### config.mk
export PLATFORM = sky130hd
export DESIGN_NAME = gen3_scramble_ctrl_flat
export DESIGN_NICKNAME = d
export VERILOG_FILES = /design/src/rtl/gen3_scr_pkg.sv /design/src/rtl/gen3_scramble_ctrl_if.sv /design/src/rtl/gen3_lfsr8_step.sv /design/src/rtl/gen3_scramble_ctrl.sv /design/src/flat_wrapper.sv
export SDC_FILE = /design/constraint.sdc
export NUM_CORES = 1
export LEC_CHECK = 0
export BUFFER_PORTS_ARGS = -buffer_cell sky130_fd_sc_hd__buf_2
export CORE_ASPECT_RATIO = 1.5
export CORE_MARGIN = 10
export CORE_UTILIZATION = 45
export DETAILED_ROUTE_END_ITERATION = 8
export SETUP_SLACK_MARGIN = 0.02
export SLEW_MARGIN = 15
export SYNTH_ARGS = -nofsm -noshare
export SYNTH_HDL_FRONTEND = slang
export SYNTH_HIERARCHICAL = 1
export SYNTH_SLANG_ARGS = --single-unit
### constraint.sdc
create_clock -name clk_i -period 2.15 [get_ports clk_i]
set_input_delay 0.43 -clock clk_i [delete_from_list [all_inputs] [get_ports clk_i]]
set_output_delay 0.43 -clock clk_i [all_outputs]
set_load 0.005 [all_outputs]
### src/rtl/gen3_scr_pkg.sv
// ============================================================================
// Module : gen3_scr_pkg
// Brief  : Shared constants, FSM state and action encodings for the Gen3
//          per-lane scrambler sequencer.
// Rev    : 1.0  initial release
// ============================================================================
`default_nettype none

package gen3_scr_pkg;

  localparam logic [1:0]  SH_DATA      = 2'b10;
  localparam logic [1:0]  SH_OS        = 2'b01;
  localparam logic [7:0]  EIEOS        = 8'h00;
  localparam logic [7:0]  SKP          = 8'hAA;
  localparam logic [22:0] DEFAULT_SEED = 23'h1DBFBC;

  // Galois feedback taps for x^23+x^21+x^16+x^8+x^5+x^2+1 (bit 22 shifts out)
  localparam logic [22:0] LFSR_TAPS    = 23'h210125;

  typedef enum logic [2:0] {
    HUNT    = 3'd0,
    DATA    = 3'd1,
    OS_SCR  = 3'd2,
    OS_HOLD = 3'd3,
    BAD     = 3'd4
  } scr_state_e;

  typedef enum logic [1:0] {
    ACT_HOLD     = 2'd0,
    ACT_BYPASS   = 2'd1,
    ACT_SCRAMBLE = 2'd2
  } scr_act_e;

endpackage

`default_nettype wire

### src/rtl/gen3_scramble_ctrl_if.sv
// ============================================================================
// Module : gen3_scramble_ctrl_if
// Brief  : Symbol bus between block framer, scrambler and lane serializer.
//          Counter outputs exist only when GEN3_SCR_CNT_EN is defined.
// Rev    : 1.0  initial release
// ============================================================================
`default_nettype none

interface gen3_scramble_ctrl_if;

  logic       valid_i;
  logic [7:0] data_i;
  logic       blk_start_i;
  logic [1:0] sync_hdr_i;
  logic       valid_o;
  logic [7:0] data_o;
  logic       blk_start_o;
  logic [1:0] sync_hdr_o;
  logic       frame_err_o;
`ifdef GEN3_SCR_CNT_EN
  logic [15:0] data_blk_cnt_o;
  logic [15:0] os_blk_cnt_o;
`endif

  modport master (
    output valid_i, data_i, blk_start_i, sync_hdr_i,
`ifdef GEN3_SCR_CNT_EN
    input  data_blk_cnt_o, os_blk_cnt_o,
`endif
    input  valid_o, data_o, blk_start_o, sync_hdr_o, frame_err_o
  );

  modport slave (
    input  valid_i, data_i, blk_start_i, sync_hdr_i,
`ifdef GEN3_SCR_CNT_EN
    output data_blk_cnt_o, os_blk_cnt_o,
`endif
    output valid_o, data_o, blk_start_o, sync_hdr_o, frame_err_o
  );

endinterface

`default_nettype wire

### src/rtl/gen3_lfsr8_step.sv
// ============================================================================
// Module : gen3_lfsr8_step
// Brief  : Combinational 8-shift LFSR advance; mask bit i is the bit shifted
//          out on shift i (LSB first).
// Rev    : 1.0  initial release
// ============================================================================
`default_nettype none

module gen3_lfsr8_step
  import gen3_scr_pkg::*;
(
  input  logic [22:0] lfsr_i,
  output logic [7:0]  mask_o,
  output logic [22:0] lfsr_o
);

  logic [22:0] w_s;

  always_comb begin
    w_s    = lfsr_i;
    mask_o = '0;
    for (int i = 0; i < 8; i++) begin
      mask_o[i] = w_s[22];
      w_s       = {w_s[21:0], 1'b0} ^ (w_s[22] ? LFSR_TAPS : 23'd0);
    end
    lfsr_o = w_s;
  end

endmodule

`default_nettype wire

### src/rtl/gen3_scramble_ctrl.sv
// ============================================================================
// Module : gen3_scramble_ctrl
// Brief  : Per-lane Gen3 128b/130b scrambler sequencer: block framing, LFSR
//          ownership and per-symbol scramble/bypass/hold/reseed decision.
//          Optional block counters enabled by GEN3_SCR_CNT_EN.
// Rev    : 1.0  initial release
// ============================================================================
`default_nettype none

module gen3_scramble_ctrl
  import gen3_scr_pkg::*;
#(
  parameter logic [22:0] LFSR_SEED = DEFAULT_SEED,
  parameter int          BLK_SYMS  = 16
) (
  input  logic                 clk_i,
  input  logic                 rst_i,
  gen3_scramble_ctrl_if.slave  lane
);

  localparam int                  c_cnt_w    = $clog2(BLK_SYMS);
  localparam logic [c_cnt_w-1:0]  c_last_sym = c_cnt_w'(BLK_SYMS - 1);

  scr_state_e         r_state;
  scr_state_e         w_state_nxt;
  logic [22:0]        r_lfsr;
  logic [c_cnt_w-1:0] r_sym_cnt;
  logic               r_reseed;
  logic               r_valid;
  logic [7:0]         r_data;
  logic               r_blk_start;
  logic [1:0]         r_sync_hdr;
  logic               r_frame_err;

  scr_act_e           w_act;
  logic               w_frame_err;
  logic [c_cnt_w-1:0] w_cnt_nxt;
  logic               w_reseed_nxt;
  logic               w_seed_load;
  logic [7:0]         w_mask;
  logic [22:0]        w_lfsr_nxt;
  logic               w_hdr_ok;

  gen3_lfsr8_step u_step (
    .lfsr_i (r_lfsr),
    .mask_o (w_mask),
    .lfsr_o (w_lfsr_nxt)
  );

  assign w_hdr_ok = (lane.sync_hdr_i == SH_DATA) || (lane.sync_hdr_i == SH_OS);

  always_ff @(posedge clk_i or posedge rst_i) begin
    if (rst_i) r_state <= HUNT;
    else       r_state <= w_state_nxt;
  end

  always_comb begin
    w_state_nxt = r_state;
    if (lane.valid_i) begin
      if (lane.blk_start_i) begin
        if (lane.sync_hdr_i == SH_DATA)
          w_state_nxt = DATA;
        else if (lane.sync_hdr_i == SH_OS)
          w_state_nxt = (lane.data_i == EIEOS || lane.data_i == SKP) ? OS_HOLD : OS_SCR;
        else
          w_state_nxt = BAD;
      end else if (r_sym_cnt == '0) begin
        w_state_nxt = HUNT;
      end
    end
  end

  // Symbol 0 action follows the newly decoded block type; later symbols follow the held state.
  always_comb begin
    w_act        = ACT_HOLD;
    w_frame_err  = 1'b0;
    w_cnt_nxt    = r_sym_cnt;
    w_reseed_nxt = r_reseed;
    w_seed_load  = 1'b0;
    if (lane.valid_i) begin
      if (lane.blk_start_i) begin
        w_frame_err  = (r_sym_cnt != '0) || !w_hdr_ok;
        w_cnt_nxt    = c_cnt_w'(1);
        w_reseed_nxt = (lane.sync_hdr_i == SH_OS) && (lane.data_i == EIEOS);
        case (w_state_nxt)
          DATA:    w_act = ACT_SCRAMBLE;
          OS_SCR:  w_act = ACT_BYPASS;
          default: w_act = ACT_HOLD;
        endcase
      end else if (r_sym_cnt == '0) begin
        w_frame_err = 1'b1;
      end else begin
        case (r_state)
          DATA, OS_SCR: w_act = ACT_SCRAMBLE;
          default:      w_act = ACT_HOLD;
        endcase
        if (r_sym_cnt == c_last_sym) begin
          w_cnt_nxt    = '0;
          w_seed_load  = r_reseed;
          w_reseed_nxt = 1'b0;
        end else begin
          w_cnt_nxt = r_sym_cnt + 1'b1;
        end
      end
    end
  end

  always_ff @(posedge clk_i or posedge rst_i) begin
    if (rst_i) begin
      r_lfsr      <= LFSR_SEED;
      r_sym_cnt   <= '0;
      r_reseed    <= 1'b0;
      r_valid     <= 1'b0;
      r_data      <= '0;
      r_blk_start <= 1'b0;
      r_sync_hdr  <= '0;
      r_frame_err <= 1'b0;
    end else begin
      r_valid     <= lane.valid_i;
      r_frame_err <= w_frame_err;
      if (lane.valid_i) begin
        r_data      <= (w_act == ACT_SCRAMBLE) ? (lane.data_i ^ w_mask) : lane.data_i;
        r_blk_start <= lane.blk_start_i;
        r_sync_hdr  <= lane.sync_hdr_i;
        r_sym_cnt   <= w_cnt_nxt;
        r_reseed    <= w_reseed_nxt;
        if (w_seed_load)
          r_lfsr <= LFSR_SEED;
        else if (w_act != ACT_HOLD)
          r_lfsr <= w_lfsr_nxt;
      end
    end
  end

  assign lane.valid_o     = r_valid;
  assign lane.data_o      = r_data;
  assign lane.blk_start_o = r_blk_start;
  assign lane.sync_hdr_o  = r_sync_hdr;
  assign lane.frame_err_o = r_frame_err;

`ifdef GEN3_SCR_CNT_EN
  logic [15:0] r_data_blk_cnt;
  logic [15:0] r_os_blk_cnt;

  always_ff @(posedge clk_i or posedge rst_i) begin
    if (rst_i) begin
      r_data_blk_cnt <= '0;
      r_os_blk_cnt   <= '0;
    end else if (lane.valid_i && lane.blk_start_i) begin
      if (lane.sync_hdr_i == SH_DATA && r_data_blk_cnt != 16'hFFFF)
        r_data_blk_cnt <= r_data_blk_cnt + 16'd1;
      if (lane.sync_hdr_i == SH_OS && r_os_blk_cnt != 16'hFFFF)
        r_os_blk_cnt <= r_os_blk_cnt + 16'd1;
    end
  end

  assign lane.data_blk_cnt_o = r_data_blk_cnt;
  assign lane.os_blk_cnt_o   = r_os_blk_cnt;
`endif

endmodule

`default_nettype wire

### src/flat_wrapper.sv
// flat-port wrapper written by rule: the top's interface ports become plain ports
module gen3_scramble_ctrl_flat import gen3_scr_pkg::*;
#(
  parameter logic [22:0] LFSR_SEED = DEFAULT_SEED,
  parameter int          BLK_SYMS  = 16
)
  (clk_i, rst_i, lane_valid_i, lane_data_i, lane_blk_start_i, lane_sync_hdr_i, lane_valid_o, lane_data_o, lane_blk_start_o, lane_sync_hdr_o, lane_frame_err_o);
  gen3_scramble_ctrl_if lane_i ();
  input  logic clk_i;
  input  logic rst_i;
  input wire logic [$bits(lane_i.valid_i)-1:0] lane_valid_i;
  input wire logic [$bits(lane_i.data_i)-1:0] lane_data_i;
  input wire logic [$bits(lane_i.blk_start_i)-1:0] lane_blk_start_i;
  input wire logic [$bits(lane_i.sync_hdr_i)-1:0] lane_sync_hdr_i;
  output wire logic [$bits(lane_i.valid_o)-1:0] lane_valid_o;
  output wire logic [$bits(lane_i.data_o)-1:0] lane_data_o;
  output wire logic [$bits(lane_i.blk_start_o)-1:0] lane_blk_start_o;
  output wire logic [$bits(lane_i.sync_hdr_o)-1:0] lane_sync_hdr_o;
  output wire logic [$bits(lane_i.frame_err_o)-1:0] lane_frame_err_o;
  assign lane_i.valid_i = lane_valid_i;
  assign lane_i.data_i = lane_data_i;
  assign lane_i.blk_start_i = lane_blk_start_i;
  assign lane_i.sync_hdr_i = lane_sync_hdr_i;
  assign lane_valid_o = lane_i.valid_o;
  assign lane_data_o = lane_i.data_o;
  assign lane_blk_start_o = lane_i.blk_start_o;
  assign lane_sync_hdr_o = lane_i.sync_hdr_o;
  assign lane_frame_err_o = lane_i.frame_err_o;
  gen3_scramble_ctrl #(.LFSR_SEED(LFSR_SEED), .BLK_SYMS(BLK_SYMS)) u_core (.clk_i(clk_i), .rst_i(rst_i), .lane(lane_i));
endmodule
; Word-level counts from Yosys, hierarchy flattened
; Cells that the tools add are included.
; W data, S select, Z words.
[totals]
reg_bits = 44
input_bits = 14
out_inout_bits = 13
elab_cells = 79
[classes]
n_addsub = 1
eq_ne = 10
muxes = 35
bitwise_logic = 9
reduce_logical = 15
[ops]
columns = operator, count
row1 = $mux W22, 8
row2 = $xor A23 B22 Y23, 7
row3 = $mux W23, 2
row4 = $xor A23 B23 Y23, 1
row5 = $mux W3, 5
row6 = $mux W4, 3
row7 = $mux W1, 11
row8 = $eq A8 B8 Y1 const B, 1
row9 = $logic_not A8 Y1, 1
row10 = $mux W2, 4
row11 = $mux W8, 1
row12 = $xor A8 B8 Y8, 1
row13 = $eq A3 B1 Y1 const B, 2
row14 = $eq A3 B2 Y1 const B, 2
row15 = $reduce_bool A2 Y1, 3
row16 = $add A4 B1 Y4 const B, 1
row17 = $eq A2 B2 Y1 const B, 2
row18 = $eq A4 B4 Y1 const B, 1
row19 = $logic_not A4 Y1, 1
row20 = $pmux W2 S2, 1
row21 = $reduce_and A2 Y1, 2
row22 = $reduce_bool A4 Y1, 1
row23 = $logic_or A1 B1 Y1, 3
row24 = $reduce_and A3 Y1, 1
row25 = other kinds (5), 5

; Depth between registers and ports, before layout
; Gate-level depths: netlist of run 1.
[depth]
word_depth = 18
depth_mapped = 8
depth_no_buf = 6

; Cells and area by module
; The synthesis of run 1 kept the hierarchy.
[by_module_without_submodules]
columns = mod, instances, cells_each, area_per_inst_um2, seq_area_each_um2
row1 = gen3_scramble_ctrl, 1, 242, 2302.2, 1121.1
row2 = gen3_lfsr8_step, 1, 42, 434.2, 0.0

; Worst setup path before layout of run 1
; No wires, ideal clock.
[synth_path]
kind = input-to-reg
from = input port lane_sync_hdr_i[0]
to = register u_core.r_lfsr[0]
t_arrival_ps = 1777
setup_slack_ps = 250
path_stages = 7
path_cell_list = inv_1 ha_1 or4b_4 o211a_1 buf_6 buf_8 mux2i_1
[synth_via]
elab_chain_cells = 12
[synth_rtl]
columns = element, line_no
row1 = start: declaration, flat_wrapper.sv:14  ; input wire logic [$bits(lane_i.sync_hdr_i)-1:0] lane_sync_hdr_i;
row2 = $eq A2 B1 Y1, gen3_scramble_ctrl.sv:63  ; else if (lane.sync_hdr_i == SH_OS)
row3 = $mux W3, gen3_scramble_ctrl.sv:63
row4 = $mux W3 *, gen3_scramble_ctrl.sv:61  ; if (lane.sync_hdr_i == SH_DATA)
row5 = $mux W3 *, gen3_scramble_ctrl.sv:60  ; if (lane.blk_start_i) begin
row6 = $mux W3 *, gen3_scramble_ctrl.sv:59  ; if (lane.valid_i) begin
row7 = $eq A3 B2 Y1 / $eq A3 B1 Y1 (equally long branches), gen3_scramble_ctrl.sv:85  ; case (w_state_nxt)
row8 = $pmux W2 S2 *, gen3_scramble_ctrl.sv:85
row9 = $mux W2 *, gen3_scramble_ctrl.sv:81  ; if (lane.blk_start_i) begin
row10 = $mux W2 *, gen3_scramble_ctrl.sv:80  ; if (lane.valid_i) begin
row11 = $reduce_bool A2 Y1 *, gen3_scramble_ctrl.sv:129  ; else if (w_act != ACT_HOLD)
row12 = $reduce_bool A2 Y1 (no source line) *, --
row13 = $reduce_and A2 Y1 (no source line) *, --
row14 = end signal: assignment, gen3_scramble_ctrl.sv:130  ; r_lfsr <= w_lfsr_nxt;
row15 = end: declaration, gen3_scramble_ctrl.sv:26  ; logic [22:0] r_lfsr;
; Mark *: on every way between the ends. The rest lies on a longest branch, timed or not.
; A chain may end at the register's enable or synchronous reset.

; Worst setup path in the final report of run 1
[layout_path]
from = register u_core.r_sym_cnt[0]
to = register u_core.r_data[6] (netlist: u_core/lane.data_o[6])
[layout_via]
elab_chain_cells = 10
[layout_rtl]
columns = element, line_no
row1 = start: declaration, gen3_scramble_ctrl.sv:27  ; logic [c_cnt_w-1:0] r_sym_cnt;
row2 = start signal: assignment, gen3_scramble_ctrl.sv:125  ; r_sym_cnt <= w_cnt_nxt;
row3 = $logic_not A4 Y1 *, "gen3_scramble_ctrl.sv:67, gen3_scramble_ctrl.sv:90"
row4 = $mux W3, gen3_scramble_ctrl.sv:67  ; end else if (r_sym_cnt == '0) begin
row5 = $mux W3, gen3_scramble_ctrl.sv:60
row6 = $mux W3, gen3_scramble_ctrl.sv:59
row7 = $eq A3 B2 Y1 / $eq A3 B1 Y1 (equally long branches), gen3_scramble_ctrl.sv:85
row8 = $pmux W2 S2, gen3_scramble_ctrl.sv:85
row9 = $mux W2 *, gen3_scramble_ctrl.sv:81
row10 = $mux W2 *, gen3_scramble_ctrl.sv:80
row11 = $eq A2 B2 Y1 *, gen3_scramble_ctrl.sv:122  ; r_data <= (w_act == ACT_SCRAMBLE) ? (lane.data_i ^ w_mask) : lane.data_i;
row12 = $mux W8 *, gen3_scramble_ctrl.sv:122
row13 = end signal: assignment, gen3_scramble_ctrl.sv:122
row14 = end: declaration, gen3_scramble_ctrl.sv:30  ; logic [7:0] r_data;
; Marked as above.

==> run summary, run 1 <==
Die Ht - 115.5 um
Die width - 83.67 um
EDFF count, synth - 0
Worst-case clock buffer depth - 2
Final Slew Violations - 0
Post-Syn Area per Cell - 9.635 um2
Resized cells post-CTS - 0
Flops & latches, synth - 44
Worst-case reg-to-reg path depth - 7
Sequential cell area - 1121 um2
Gr usage total - 12.05%
HP Class - input port to asynchronous set/reset pin
Worst VDD drop - 0.5943 mV
Max Clock Skew - 0.006303 ns
Largest area contributor in the netlist - dfrtp_1
Crit path time final - 1.967 ns
Slew @ Worst Pin - 0.5808 ns
Die area - 9664 um2
GPL Wtd Cong - 0.8329
Proportion of synthesized area in mux cells - 9.236%
Crit end category - register
Overflow left after global routing - 0
Largest family of logic cells by synthesized area - simple AND/OR/NAND/NOR gates
Max cap viols - 0
Synth unique cells - 48
Pwr per Cell Area - 1433 nW/um2
Vias in the first global route - 2028
Simple-gate share of the synthesized area - 17.97%
Synth Area in Compound Gates - 8.139%
Setup Fix Bufs, Post-CTS - 0
Status - completed
Antenna Cells - 0
Unrepaired setup endpoints after global routing - false
Required time of the worst setup path - 2.38 ns
Mapped Area - 2736 um2
Vias post-DR - 1990
WS Path Type - register to register
Ys flop type - dfrtp_1
Share of layout cells above drive strength 1 - 24.03%
Synth area leaders - dfrtp_1 26%, dfstp_2 15%, mux2i_1 8.4%
Crit path DAT - 2.20 ns
Row count - 34
Largest stage delay, worst path - 0.43 ns
Final-report hold violation count - 0
Post-synthesis xor/xnor area fraction - 13.81%
Max_slew headroom - 61.28%
Vias per Instance - 5.237
Synth Warn # - 6
CTS Sinks - 44
Top Ports - 27
Core area - 5871 um2
Slowest stage cell, crit path - dfrtp_1
Setup tns final - 0 ns
Startpoint Class - register
Final setup vio count - 0
CP Cell Sequence - inv_1 > ha_1 > or3b_1 > and4_1 > buf_4 > or3_1 > nand3_1
Fill count - 565
Iter 0 DRT Violations - 143
Initial antenna violation count - 0
TritonCTS Buffers - 5
CTS tree - built
H-tree levels - 2
P&R area growth vs syn - 9.876%
Residual DRC count - 0
Detailed Routing Iterations Pass 1 - 4
Leak pwr - 1.517 nW
Crit-path max FO - 14
CTS Root Buffer Type - clkbuf_8
Final HPWL DP - 4.241 mm
Largest net degree at the start of global routing - 45
Post-Synthesis Cells - 284
Port Buffer Count - 26
Post-synthesis sequential area ratio - 40.97%
Adder-Cell Fraction of Synth Area - 1.829%
Post-synth top area share - 25.61%
Routed WL - 5.779 mm
Clock Latency Late Sink - 0.30 ns
Crit share post-route - 91.47%
Ys async rst share - 100.0%
Fmax - 508.5 MHz
Final Power - 4.309 mW
Post-Syn Nets - 302
Reg clk slew, reported paths - 0.09 ns
Initial Util - 46.61%
Post-route ant nets - 0
Hold Buf Count CTS - 0
Nets - 325
WL per Instance - 15.21 um
Multi-input gate area - 1395 um2
First-pass GRT wire length - 9.666 mm
state kept, by name (all words and copies together), names as in the netlist:
register and cells:
u_core/r_lfsr 23, u_core/lane.data_o 8, u_core/r_sym_cnt 4, u_core/r_state 3, u_core/lane.sync_hdr_o 2, u_core/lane.blk_start_o 1, u_core/lane.frame_err_o 1, u_core/lane.valid_o 1
u_core/r_reseed 1
kinds of logic after synthesis:
logic type / count (synthesis)
and+or+nand+nor: 102
DFF: 44
buffers and inverters: 42
AOI/OAI and AO/OA: 35
xor gates and xnor gates: 32
muxes: 25
adders and majority gates: 4
routing by layer:
layer  vias to the layer above  global-route usage, %  wire length (um)
li1                        987                      -                 -
met1                       960                  12.42              2396
met2                        34                  21.99              3023
met3                         9                  3.371               238
met4                         0                  5.823               120
met5                         -                      0                 0
cells in the final DEF, fill, tap and decap left out, drive strengths merged, types with 8 or more instances in the layout:
master	instances
nor2	39
o21ai	10
dfrtp	28
xnor2	15
nand2	29
or3	9
mux2i	23
dfstp	16
inv	20
buf	38
nand3	8
a21oi	9
xor2	13
power by group:
part	internal [mW]	leakage (nW)	switching, mW
Clock	0.257	0.0510	0.290
Sequential	1.13	0.516	0.186
Combinational	1.23	0.950	1.22
Total	2.61	1.52	1.69
worst max-delay path: cells and delay by family, from the launching register on:
kind / cells / cell delay [ns]
buffers and inverters: 2 / 0.26
AND/OR/NAND/NOR: 4 / 1.07
flip-flops: 1 / 0.43
adder cells (fa/ha/maj): 1 / 0.15
worst paths after layout:
kind	from	endpoint	slack [ns]
hold / removal	rst_i	u_core/lane.valid_o$_DFF_PP0_	0.27
max in group asynchronous	rst_i	u_core/lane.data_o[5]$_DFFE_PP0P_	1.49
setup / recovery	u_core/r_sym_cnt[0]$_DFFE_PP0P_	u_core/lane.data_o[6]$_DFFE_PP0P_	0.18
setup reg to reg	u_core/r_sym_cnt[0]$_DFFE_PP0P_	u_core/lane.data_o[6]$_DFFE_PP0P_	0.18
min in group clk_i	lane_valid_i	u_core/lane.valid_o$_DFF_PP0_	0.38
hold reg to reg	u_core/r_state[2]$_DFF_PP0_	u_core/r_state[2]$_DFF_PP0_	0.49
stage by stage:
| stage | util (%) | hold WS [ns] | cells | instance area (um2) | setup WS, ns |
|---|---|---|---|---|---|
| after floorplan | - | 0.4498 | 284 | 2736 | 0.2501 |
| after global placement | 49.64 | 0.4691 | 372 | 2914 | 0.08970 |
| after detailed placement | 49.64 | 0.4727 | 372 | 2914 | 0.06486 |
| after CTS | 51.21 | 0.2819 | 380 | 3007 | 0.1886 |
| after global routing | 51.21 | 0.3106 | 380 | 3007 | 0.09420 |
| final | 51.21 | 0.2657 | 380 | 3007 | 0.1833 |
layout make-up:
class	instances	share of cell area [%]
clock buffer	6	2.747
timing repair buffer	38	7.740
tap	72	2.996
inverter	20	2.497
sequential	44	37.29
multi-input combinational	198	46.40
clock inverter	2	0.3329
synth_stat cells, types with 4 or more instances:
master    count
or3_1         9
nand2_1      28
dfrtp_1      28
nor2_1       39
xnor2_1      13
o21ai_0       9
clkbuf_1     10
xor2_1       12
mux2i_1      23
a21oi_1       9
buf_4         6
inv_1        20
ha_1          4
nand3_1       8
dfstp_2      16
o211ai_1      6
(Power assumes the default switching activity.)
==> run 2, diff against run 1 <==
--- a/config.mk
+++ b/config.mk
@@ -10,6 +10,7 @@
 export CORE_MARGIN = 10
 export CORE_UTILIZATION = 45
 export DETAILED_ROUTE_END_ITERATION = 8
+export GPL_TIMING_DRIVEN = 0
 export SETUP_SLACK_MARGIN = 0.02
 export SLEW_MARGIN = 15
 export SYNTH_ARGS = -nofsm -noshare
==> run 2 against run 1 <==
Critical path type unchanged. Combinational power up 7%. Setup slack worse by 0.040 ns. Flip-flop and latch count unchanged. Fmax down 2.0%. Register-to-register slack worse by 0.04 ns. Critical path depth up 1. Clock skew up 0.0057 ns. Utilization up 2.3 points. First-iteration DRC count down 29%. Design area up 4.6%. Largest power group unchanged. Via count up 4.3%.
==> run summary, run 2 (same netlist as run 1, synthesis figures left out) <==
Vias per Instance - 5.309
Max cap viols - 0
Vias in the first global route - 2172
Final instance area - 3144 um2
Crit path DAT - 2.22 ns
Leak pwr - 1.576 nW
Post-Layout Cell Count - 391
Antenna Cells - 0
Final setup vio count - 0
Max Clock Skew - 0.01202 ns
Die width - 83.67 um
Detailed Routing Iterations Pass 1 - 4
Final HPWL DP - 4.614 mm
Die area - 9664 um2
Row count - 34
Max_slew headroom - 64.15%
Required time of the worst setup path - 2.37 ns
TritonCTS Buffers - 5
Share of layout cells above drive strength 1 - 24.45%
Placement-stage cell area - 2972 um2
CTS tree - built
Crit end category - register
Most frequent cells in the layout - 39 x nor2_1, 28 x nand2_1, 28 x dfrtp_1
Startpoint Class - register
Clock Latency Late Sink - 0.30 ns
Crit share post-route - 93.33%
Final-report hold violation count - 0
First-pass GRT wire length - 10.45 mm
CTS Root Buffer Type - clkbuf_8
HP Class - input port to asynchronous set/reset pin
Max reg flops - 23
Fmax - 498.4 MHz
Final Util - 53.56%
Status - completed
CTS Sinks - 44
Fill count - 555
Worst VDD drop - 0.6012 mV
Slew @ Worst Pin - 0.5359 ns
Nets - 336
Gr usage total - 12.93%
Initial antenna violation count - 0
WL per Instance - 15.87 um
Crit path time final - 2.007 ns
Unrepaired setup endpoints after global routing - false
Sequential cell area - 1121 um2
Most common cell after layout, fill and taps aside - nor2_1
Port Buffer Count - 25
Top Ports - 27
P&R area growth vs syn - 14.91%
Post-route ant nets - 0
Reg clk slew, reported paths - 0.10 ns
Core area - 5871 um2
Buf/Inv on CP - 3
Largest stage delay, worst path - 0.43 ns
Placed insts - 382
Final Slew Violations - 0
Slowest stage cell, crit path - dfrtp_1
H-tree levels - 2
Overflow left after global routing - 0
Die Ht - 115.5 um
CP Cell Sequence - inv_1 > ha_1 > or3b_1 > nand4_1 > o211a_1 > buf_6 > buf_8 > mux2i_1
Iter 0 DRT Violations - 101
Top Family by Delay on Critical Path - simple AND/OR/NAND/NOR gates
Largest net degree at the start of global routing - 26
Routed WL - 6.205 mm
Residual DRC count - 0
Multi-input gate area - 1409 um2
Most flop-heavy register - u_core/r_lfsr
Worst-case clock buffer depth - 2
Pwr per Cell Area - 1501 nW/um2
Initial Util - 46.61%
Crit-path max FO - 10
WS Path Type - register to register
GPL Wtd Cong - 0.8305
Vias post-DR - 2076
==> run 2: per-stage QoR <==
| stage | TNS (ns) | hold slack (ns) | power, mW | setup slack, ns |
|---|---|---|---|---|
| after floorplan | 0 | 0.4498 | 3.383 | 0.2501 |
| after global placement | -0.03418 | 0.4691 | 3.833 | -0.01353 |
| final | 0 | 0.1278 | 4.720 | 0.1434 |
| after global routing | 0 | 0.1591 | 5.071 | 0.02166 |
| after detailed placement | -0.04593 | 0.4735 | 3.857 | -0.02264 |
| after CTS | 0 | 0.1427 | 4.723 | 0.07079 |
==> run 2: per-layer routing <==
metal	vias up	GRT usage (%)	wire [um]
li1	1009	-	-
met1	1017	14.00	2617
met2	46	24.09	3268
met3	4	2.949	257
met4	0	4.479	61
met5	-	0	0
==> run 2: final cells by class <==
type / instances / share of cell area (%)
clock buffer: 7 / 3.780
inverter: 20 / 2.388
multi-input combinational: 198 / 44.81
tap: 72 / 2.865
timing repair buffer: 27 / 4.855
clock inverter: 1 / 0.9550
sequential: 44 / 35.65
buffer: 22 / 4.696
==> run 2: worst register-to-register path: stages (launching register included) <==
cell     delay (ns)
dfrtp_1        0.43
inv_1          0.07
ha_1           0.14
or3b_1         0.39
nand4_1        0.18
o211a_1        0.19
buf_6          0.14
buf_8          0.17
mux2i_1        0.21
==> run 2: timing repair <==
action	4_1_cts	5_1_grt
buffers inserted	0	1
resized for setup	1	6
hold buffers	0	0
cloned	0	0
endpoints found under the setup margin	1	18
pin swaps	0	2
==> run 2: power breakdown <==
| group | internal, mW | leakage (nW) | switching [mW] | total [mW] |
|---|---|---|---|---|
| logic | 1.35 | 0.985 | 1.25 | 2.60 |
| clock network | 0.488 | 0.0747 | 0.302 | 0.790 |
| registers | 1.13 | 0.516 | 0.202 | 1.33 |
| total | 2.97 | 1.58 | 1.75 | 4.72 |
==> run 2: path summary, 6_finish.rpt <==
path,end,depth (start not counted),slack (ns),from
min reg2reg,u_core/r_state[2]$_DFF_PP0_,2,0.49,u_core/r_state[2]$_DFF_PP0_
max,u_core/r_lfsr[6]$_DFFE_PP0P_,8,0.14,u_core/r_sym_cnt[0]$_DFFE_PP0P_
min in group clk_i,u_core/lane.valid_o$_DFF_PP0_,1,0.25,lane_valid_i
max reg2reg,u_core/r_lfsr[6]$_DFFE_PP0P_,8,0.14,u_core/r_sym_cnt[0]$_DFFE_PP0P_
min,u_core/r_lfsr[0]$_DFFE_PP0P_,2,0.13,rst_i
max in group asynchronous,u_core/r_lfsr[12]$_DFFE_PP1P_,3,1.46,rst_i
